$ cat config.mk
export PLATFORM = sky130hd
export DESIGN_NAME = teclado_cajero
export DESIGN_NICKNAME = d
export VERILOG_FILES = /design/src/rtl/teclado_cajero.sv
export SDC_FILE = /design/constraint.sdc
export NUM_CORES = 1
export LEC_CHECK = 0
export CAP_MARGIN = 20
export CORE_ASPECT_RATIO = 1.5
export CORE_UTILIZATION = 55
export DETAILED_ROUTE_END_ITERATION = 16
export PLACE_DENSITY = 0.9
export SETUP_SLACK_MARGIN = 0.1
export SLEW_MARGIN = 20
export SYNTH_ARGS = -nofsm -noshare
export SYNTH_HDL_FRONTEND = slang
export SYNTH_SLANG_ARGS = --single-unit
$ cat constraint.sdc
create_clock -name clk -period 6.39 [get_ports clk]
set_input_delay 1.278 -clock clk [delete_from_list [all_inputs] [get_ports clk]]
set_output_delay 1.278 -clock clk [all_outputs]
set_load 0.02 [all_outputs]
$ cat src/rtl/teclado_cajero.sv
// Keypad front-end for the ATM controller: forwards PIN digits or builds a binary amount.
// All outputs registered, one cycle after the key; no backpressure, every strobed key is consumed.
module teclado_cajero #(
  parameter int NUM_DIG_PIN   = 4,
  parameter int MAX_DIG_MONTO = 5
) (
  input  logic        clk,
  input  logic        reset,
  input  logic        HABILITAR,
  input  logic        MODO,
  input  logic        TECLA_STB,
  input  logic [3:0]  TECLA,
  output logic [3:0]  DIGITO,
  output logic        DIGITO_STB,
  output logic [15:0] MONTO,
  output logic        MONTO_STB,
  output logic        DESBORDE,
  output logic [2:0]  CONTEO
);

  typedef enum logic [1:0] {INACTIVO, PIN, CANT} estado_t;

  localparam logic [2:0] L_MAX_PIN   = 3'(NUM_DIG_PIN);
  localparam logic [2:0] L_MAX_MONTO = 3'(MAX_DIG_MONTO);
  localparam logic [3:0] K_CLEAR     = 4'hA;
  localparam logic [3:0] K_ENTER     = 4'hB;

  estado_t     r_estado;
  logic [15:0] r_acc;
  logic [2:0]  r_conteo;
  logic [3:0]  r_digito;
  logic        r_digito_stb;
  logic [15:0] r_monto;
  logic        r_monto_stb;
  logic        r_desborde;

  estado_t     w_estado_sig;
  logic [15:0] w_acc_n;
  logic [2:0]  w_conteo_n;
  logic [3:0]  w_digito_n;
  logic        w_digito_stb_n;
  logic [15:0] w_monto_n;
  logic        w_monto_stb_n;
  logic        w_desborde_n;
  logic [19:0] w_nxt;
  logic        w_es_digito;

  assign w_nxt       = {4'd0, r_acc} * 20'd10 + {16'd0, TECLA};
  assign w_es_digito = (TECLA <= 4'd9);

  always_comb begin
    w_estado_sig   = HABILITAR ? (MODO ? CANT : PIN) : INACTIVO;
    w_acc_n        = r_acc;
    w_conteo_n     = r_conteo;
    w_digito_n     = r_digito;
    w_digito_stb_n = 1'b0;
    w_monto_n      = r_monto;
    w_monto_stb_n  = 1'b0;
    w_desborde_n   = 1'b0;

    // A mode change wins over any key arriving in the same cycle.
    if (w_estado_sig != r_estado) begin
      w_acc_n    = '0;
      w_conteo_n = '0;
    end else if (TECLA_STB) begin
      case (r_estado)
        PIN: begin
          if (w_es_digito) begin
            if (r_conteo < L_MAX_PIN) begin
              w_digito_n     = TECLA;
              w_digito_stb_n = 1'b1;
              w_conteo_n     = r_conteo + 3'd1;
            end else begin
              w_desborde_n = 1'b1;
            end
          end else if (TECLA == K_CLEAR) begin
            w_conteo_n = '0;
          end
        end
        CANT: begin
          if (w_es_digito) begin
            if ((r_conteo == L_MAX_MONTO) || (w_nxt > 20'h0FFFF)) begin
              w_desborde_n = 1'b1;
            end else begin
              w_acc_n    = w_nxt[15:0];
              w_conteo_n = r_conteo + 3'd1;
            end
          end else if (TECLA == K_CLEAR) begin
            w_acc_n    = '0;
            w_conteo_n = '0;
          end else if ((TECLA == K_ENTER) && (r_conteo != 3'd0)) begin
            w_monto_n     = r_acc;
            w_monto_stb_n = 1'b1;
            w_acc_n       = '0;
            w_conteo_n    = '0;
          end
        end
        default: ;
      endcase
    end
  end

  always_ff @(posedge clk) begin
    if (reset) begin
      r_estado     <= INACTIVO;
      r_acc        <= '0;
      r_conteo     <= '0;
      r_digito     <= '0;
      r_digito_stb <= 1'b0;
      r_monto      <= '0;
      r_monto_stb  <= 1'b0;
      r_desborde   <= 1'b0;
    end else begin
      r_estado     <= w_estado_sig;
      r_acc        <= w_acc_n;
      r_conteo     <= w_conteo_n;
      r_digito     <= w_digito_n;
      r_digito_stb <= w_digito_stb_n;
      r_monto      <= w_monto_n;
      r_monto_stb  <= w_monto_stb_n;
      r_desborde   <= w_desborde_n;
    end
  end

  assign DIGITO     = r_digito;
  assign DIGITO_STB = r_digito_stb;
  assign MONTO      = r_monto;
  assign MONTO_STB  = r_monto_stb;
  assign DESBORDE   = r_desborde;
  assign CONTEO     = r_conteo;

endmodule

* Word level (Yosys, flattened, before mapping)
Index checks and enable logic that the tools add are counted.
** Cells by class
- Add/subtract/negate cells :: 2
- Reduce and logical (&&, ||, !) cells :: 13
- $lt $le $gt $ge :: 3
- Equal/unequal tests :: 11
- Muxes and demuxes :: 21
- Multipliers :: 1
- Bitwise logic cells :: 6
** Operators by type and width (count)
- $mux 16 :: 4
- $mux 3 :: 7
- $add 20x4->20 :: 1
- $gt 20x16->1 const B :: 1
- $mul 16x3->19 const B :: 1
- $reduce_and 6->1 :: 2
- $ne 3x3->1 const B :: 3
- $eq 4x4->1 const B :: 2
- $mux 1 :: 6
- $not 1->1 :: 6
- $pmux 3 s2 :: 1
- $reduce_bool 3->1 :: 2
- $reduce_or 6->1 :: 1
- $reduce_and 5->1 :: 1
- $reduce_or 5->1 :: 1
- $le 4x4->1 const B :: 1
- $mux 2 :: 2
- $ne 4x4->1 const B :: 1
- $reduce_and 4->1 :: 1
- $add 3x1->3 const B :: 1
- $eq 3x3->1 const B :: 1
- $lt 3x3->1 const B :: 1
- $reduce_or 3->1 :: 1
- $eq 2x1->1 const B :: 1
- 8 further kinds :: 8
** Storage, ports and cells
- Output and inout bits :: 26
- Bits of input ports :: 9
- Register bits after elaboration :: 44

* Logic depth before layout (Yosys ltp)
- Depth after elaboration :: 7
- Mapped depth :: 14

* Worst setup path after synthesis
No wires, ideal clock.
- Kind :: register -> register
- Start :: register r_acc[1]
- End :: register r_acc[10]
- Buffers on the path :: 1
- Arrival :: 3.546 ns
- Clock period less this slack :: 3.674 ns
- Required time :: 6.262 ns
- Stages on the path, launching flop included :: 15
- Setup slack :: 2.716 ns
- Path through :: dfxtp_1 -> ha_1 -> ha_1 -> fa_1 -> a21o_1 -> a21oi_1 -> xnor2_1 -> and4_1 -> nand4_2 -> nor3_2 -> mux2_4 -> a21oi_4 -> buf_12 -> mux2i_1 -> nor2_1
** Between the ends
- Longest elaborated chain between the ends :: 6
- Elaborated cells on any way between the ends :: 8
** RTL lines
- from (decl) :: RTL line 29 : logic [15:0] r_acc;
- from (signal assigned) :: RTL line 115 : r_acc <= w_acc_n;
- $mul 16x3->19 * :: RTL line 48 : assign w_nxt = {4'd0, r_acc} * 20'd10 + {16'd0, TECLA};
- $add 20x4->20 * :: RTL line 48
- $gt 20x16->1 :: RTL line 82 : if ((r_conteo == L_MAX_MONTO) || (w_nxt > 20'h0FFFF)) begin
- $logic_or 1x1->1 :: RTL line 82
- $ne 2x2->1 (no source line)
- $reduce_and 4->1 (no source line)
Every way passes the cells marked *; elsewhere a longest branch is shown, timed or not. The select of a mux whose other input is x is not followed.
A chain may end at the register's enable or synchronous reset.

* Final worst setup path
- Start :: input TECLA[2]
- End :: register r_acc[13]
** Between the ends
- Longest elaborated chain between the ends :: 5
- Elaborated cells on any way between the ends :: 13
** RTL lines
- from (decl) :: RTL line 12 : input logic [3:0] TECLA,
- $add 20x4->20 :: RTL line 48
- $gt 20x16->1 :: RTL line 82
- $logic_or 1x1->1 :: RTL line 82
- $ne 2x2->1 (no source line)
- $reduce_and 4->1 (no source line)
Several ways; a longest one is shown, not always the timed one. The select of a mux whose other input is x is not followed.

==> flow_summary.ini <==
[outcome]
status = finished, final reports clean

[floorplan]
initial_core_util_pct = 56.8
dieArea_mm2 = 0.00589
core_area_mm2 = 0.00541
io_pins = 35
die_h_um = 93.5
placementRows = 33
die_x_um = 63.0

[setup_path]
crit_path_max_fanout = 17
reg2reg_slack_ns = 2.22
worst_setup_path_start_kind = input port
crit_required_ns = 6.54
r2r_end = r_acc[13]$_SDFFE_PP0P_
rr_startpoint = r_acc[1]$_SDFFE_PP0P_
critical_path.endpoint_type = register
worst-setup-path-type = input port to register
r2r_cells = 13
critPathArrivalTime_ns = 4.49

[timing]
hold_viol_final = 0
clock_skew_ns = 0.00537
max_slew_margin_pct = 37.6
setup_violations = 0
finalSetupTns_ns = 0
max_clock_freq_ghz = 0.230
period_needed_ns = 4.34
slew_violations = 0
worst_slew_pin_slew_ns = 0.934
rsz0062_at_grt = no
timing.final.crit_share_pct = 67.9

[power]
powerDensity_mw_per_mm2 = 140
p_leak_nw = 1.54
power_w = 0.000495
ir_drop_mv = 0.0864

[synthesis]
synth_edf_count = 0
ys_types = 56
synth-seq-cells = 44
synth_ff_type = dfxtp_1
ys_seq_area_share_pct = 28.7
postSynthCellCount = 332
synth_top_area_share_pct = 28.7
avgSynthCellArea_um2 = 9.25
synth_area_leaders = dfxtp_1 29%, ha_1 15%, mux2i_1 12%
netlist_area_mm2 = 0.00307
synth_nets = 379
yosys_warnings = 0
yosysTopAreaCell = dfxtp_1
synthArstFlopShare_pct = 0

[routing]
drt_iter0_markers = 135
first_pass_iters = 4
drc = 0
avgViaCountPerCell = 5.76
ant_nets = 0
post_drt_wl_per_cell_um = 15.0
vias = 2505
postRouteWirelength_um = 6520

[cells_and_area]
drive_above_1_share_pct = 6.85
area_growth_pct = 15.3
fin_area_mm2 = 0.00354
antenna_cells = 0
multiInputGateArea_mm2 = 0.00211
regArea_um2 = 881
fill_cells = 404
finalNetCount = 411

[worst_hold_path]
min_path_type = register to register
min_path_cells = 2
min_to = MONTO[12]$_SDFFE_PP0P_
hp-start = MONTO[12]$_SDFFE_PP0P_

[grt]
met3_usage_pct = 3.05
grt.busiest_layer = met2
use_met2_pct = 44.1
first_global_vias = 2396
grt-ovfl-total = 0
grt_max_degree = 25
grtUsageMet1_pct = 25.8
antenna_found_initial = 0
grt_pass1_wl_um = 11000
grt_usage_pct = 23.3

[clock_tree]
cts_tree = done
clock_latency_ns = 0.30
cts.sinks = 44
holdBufCountCts = 0
clk_pin_slew_ns = 0.08
clk_path_buf_depth = 2
cts_resized = 0
post_cts_buffers = 0
numCtsBuffers = 5
cts_htree_levels = 2
cts_root_buffer = clkbuf_8

[placement]
io_buffers = 34
gp_congestion = 0.928
hpwlAfterDp_um = 5080
placed_area_mm2 = 0.00345

[run]
max_cap_violations = 0
flip-flops by register name, indices dropped and copies added (netlist names):
name,cells
DESBORDE,1
r_estado,2
DIGITO_STB,1
MONTO_STB,1
r_acc,16
CONTEO,3
MONTO,16
DIGITO,4
cell type report:
class                           instances  area share [%]
Multi-Input combinational cell        272            59.7
Sequential cell                        44            24.9
Timing Repair Buffer                   34            9.61
Tap cell                               70            2.47
Clock buffer                            6            2.33
Inverter                                7           0.742
Clock inverter                          2           0.283
per-stage QoR:
stage	util [%]	setup slack, ns	hold slack, ns	std cells
3_3_place_gp	63.8	1.86	0.473	427
6_report	65.5	2.05	0.501	435
2_1_floorplan	-	2.72	0.488	332
3_5_place_dp	63.8	1.77	0.484	427
4_1_cts	65.5	2.06	0.505	435
5_1_grt	65.5	1.82	0.527	435
worst max-delay path, cell delays in order:
cell and delay (ns):
clkdlybuf4s50_1 0.53, ha_1 0.35, a21o_1 0.10, a21oi_1 0.10
nor2_1 0.20, and4_1 0.30, nand4_2 0.15, nor3_2 0.23
mux2_4 0.35, a21oi_4 0.56, mux2i_1 0.28, nor2_1 0.06
power by group:
group,internal (W),switching (W)
combinational,0.0000129,0.0000213
sequential,0.000275,0.000000939
clock,0.0000864,0.0000982
per-layer routing:
layer / share of wire (%) / vias to the layer above
li1: - / 1246
met1: 42 / 1198
met2: 53 / 49
met3: 2.6 / 12
met4: 2.2 / 0
met5: 0 / -
cell usage in the layout, fill, tap and decap left out, types with 2 or more instances in the layout:
cell type         n
nor3b_1           3
nand4_1           4
and3_1            3
o31ai_1           2
clkinv_2          2
a211o_1           3
o21a_1            3
nand2_1          11
a21oi_1           6
and2_1            3
nand3b_1          3
xor2_1            8
a21o_1            4
nor3_1            6
dfxtp_1          44
fa_1              2
nor2_1           63
mux2i_1          36
nand2b_1          4
o21ai_1           3
ha_1             36
nor2b_1           5
a211oi_1          2
inv_1             7
xnor2_1          13
and4_1            4
clkbuf_8          6
nand3_1           9
o22ai_1           2
o21ba_1           2
a21oi_4           2
clkdlybuf4s50_1  34
o21ai_0           6
Yosys cell counts, drive strengths merged, types with 7 or more instances:
cell	count
a21oi	9
clkbuf	8
dfxtp	44
ha	36
inv	7
mux2i	36
nand2	11
nand3	10
nor2	63
nor3	7
o21ai	9
xnor2	13
xor2	9
worst max path at each step:
| stage | startpoint | endpoint | slack (ns) |
|---|---|---|---|
| after floorplan | r_acc[1]$_SDFFE_PP0P_ | r_acc[10]$_SDFFE_PP0P_ | 2.72 |
| after global placement | TECLA[2] | r_acc[14]$_SDFFE_PP0P_ | 1.86 |
| after detailed placement | TECLA[2] | r_acc[13]$_SDFFE_PP0P_ | 1.77 |
| after CTS | TECLA[2] | r_acc[13]$_SDFFE_PP0P_ | 2.06 |
| after global routing | TECLA[2] | r_acc[1]$_SDFFE_PP0P_ | 1.82 |
| final | TECLA[2] | r_acc[13]$_SDFFE_PP0P_ | 2.05 |
kinds of logic (layout without fill, tap and decap cells):
logic type      after synthesis  after routing  synth area share (%)
flops                        44             44                  28.7
simple gates                126            126                  20.4
xor+xnor                     22             22                  6.52
mux                          37             37                  12.2
compound gates               49             49                  13.7
buf+inv                      16             49                  2.49
fa+ha+maj                    38             38                  16.0
No activity file was read; power rests on OpenSTA's default activity.
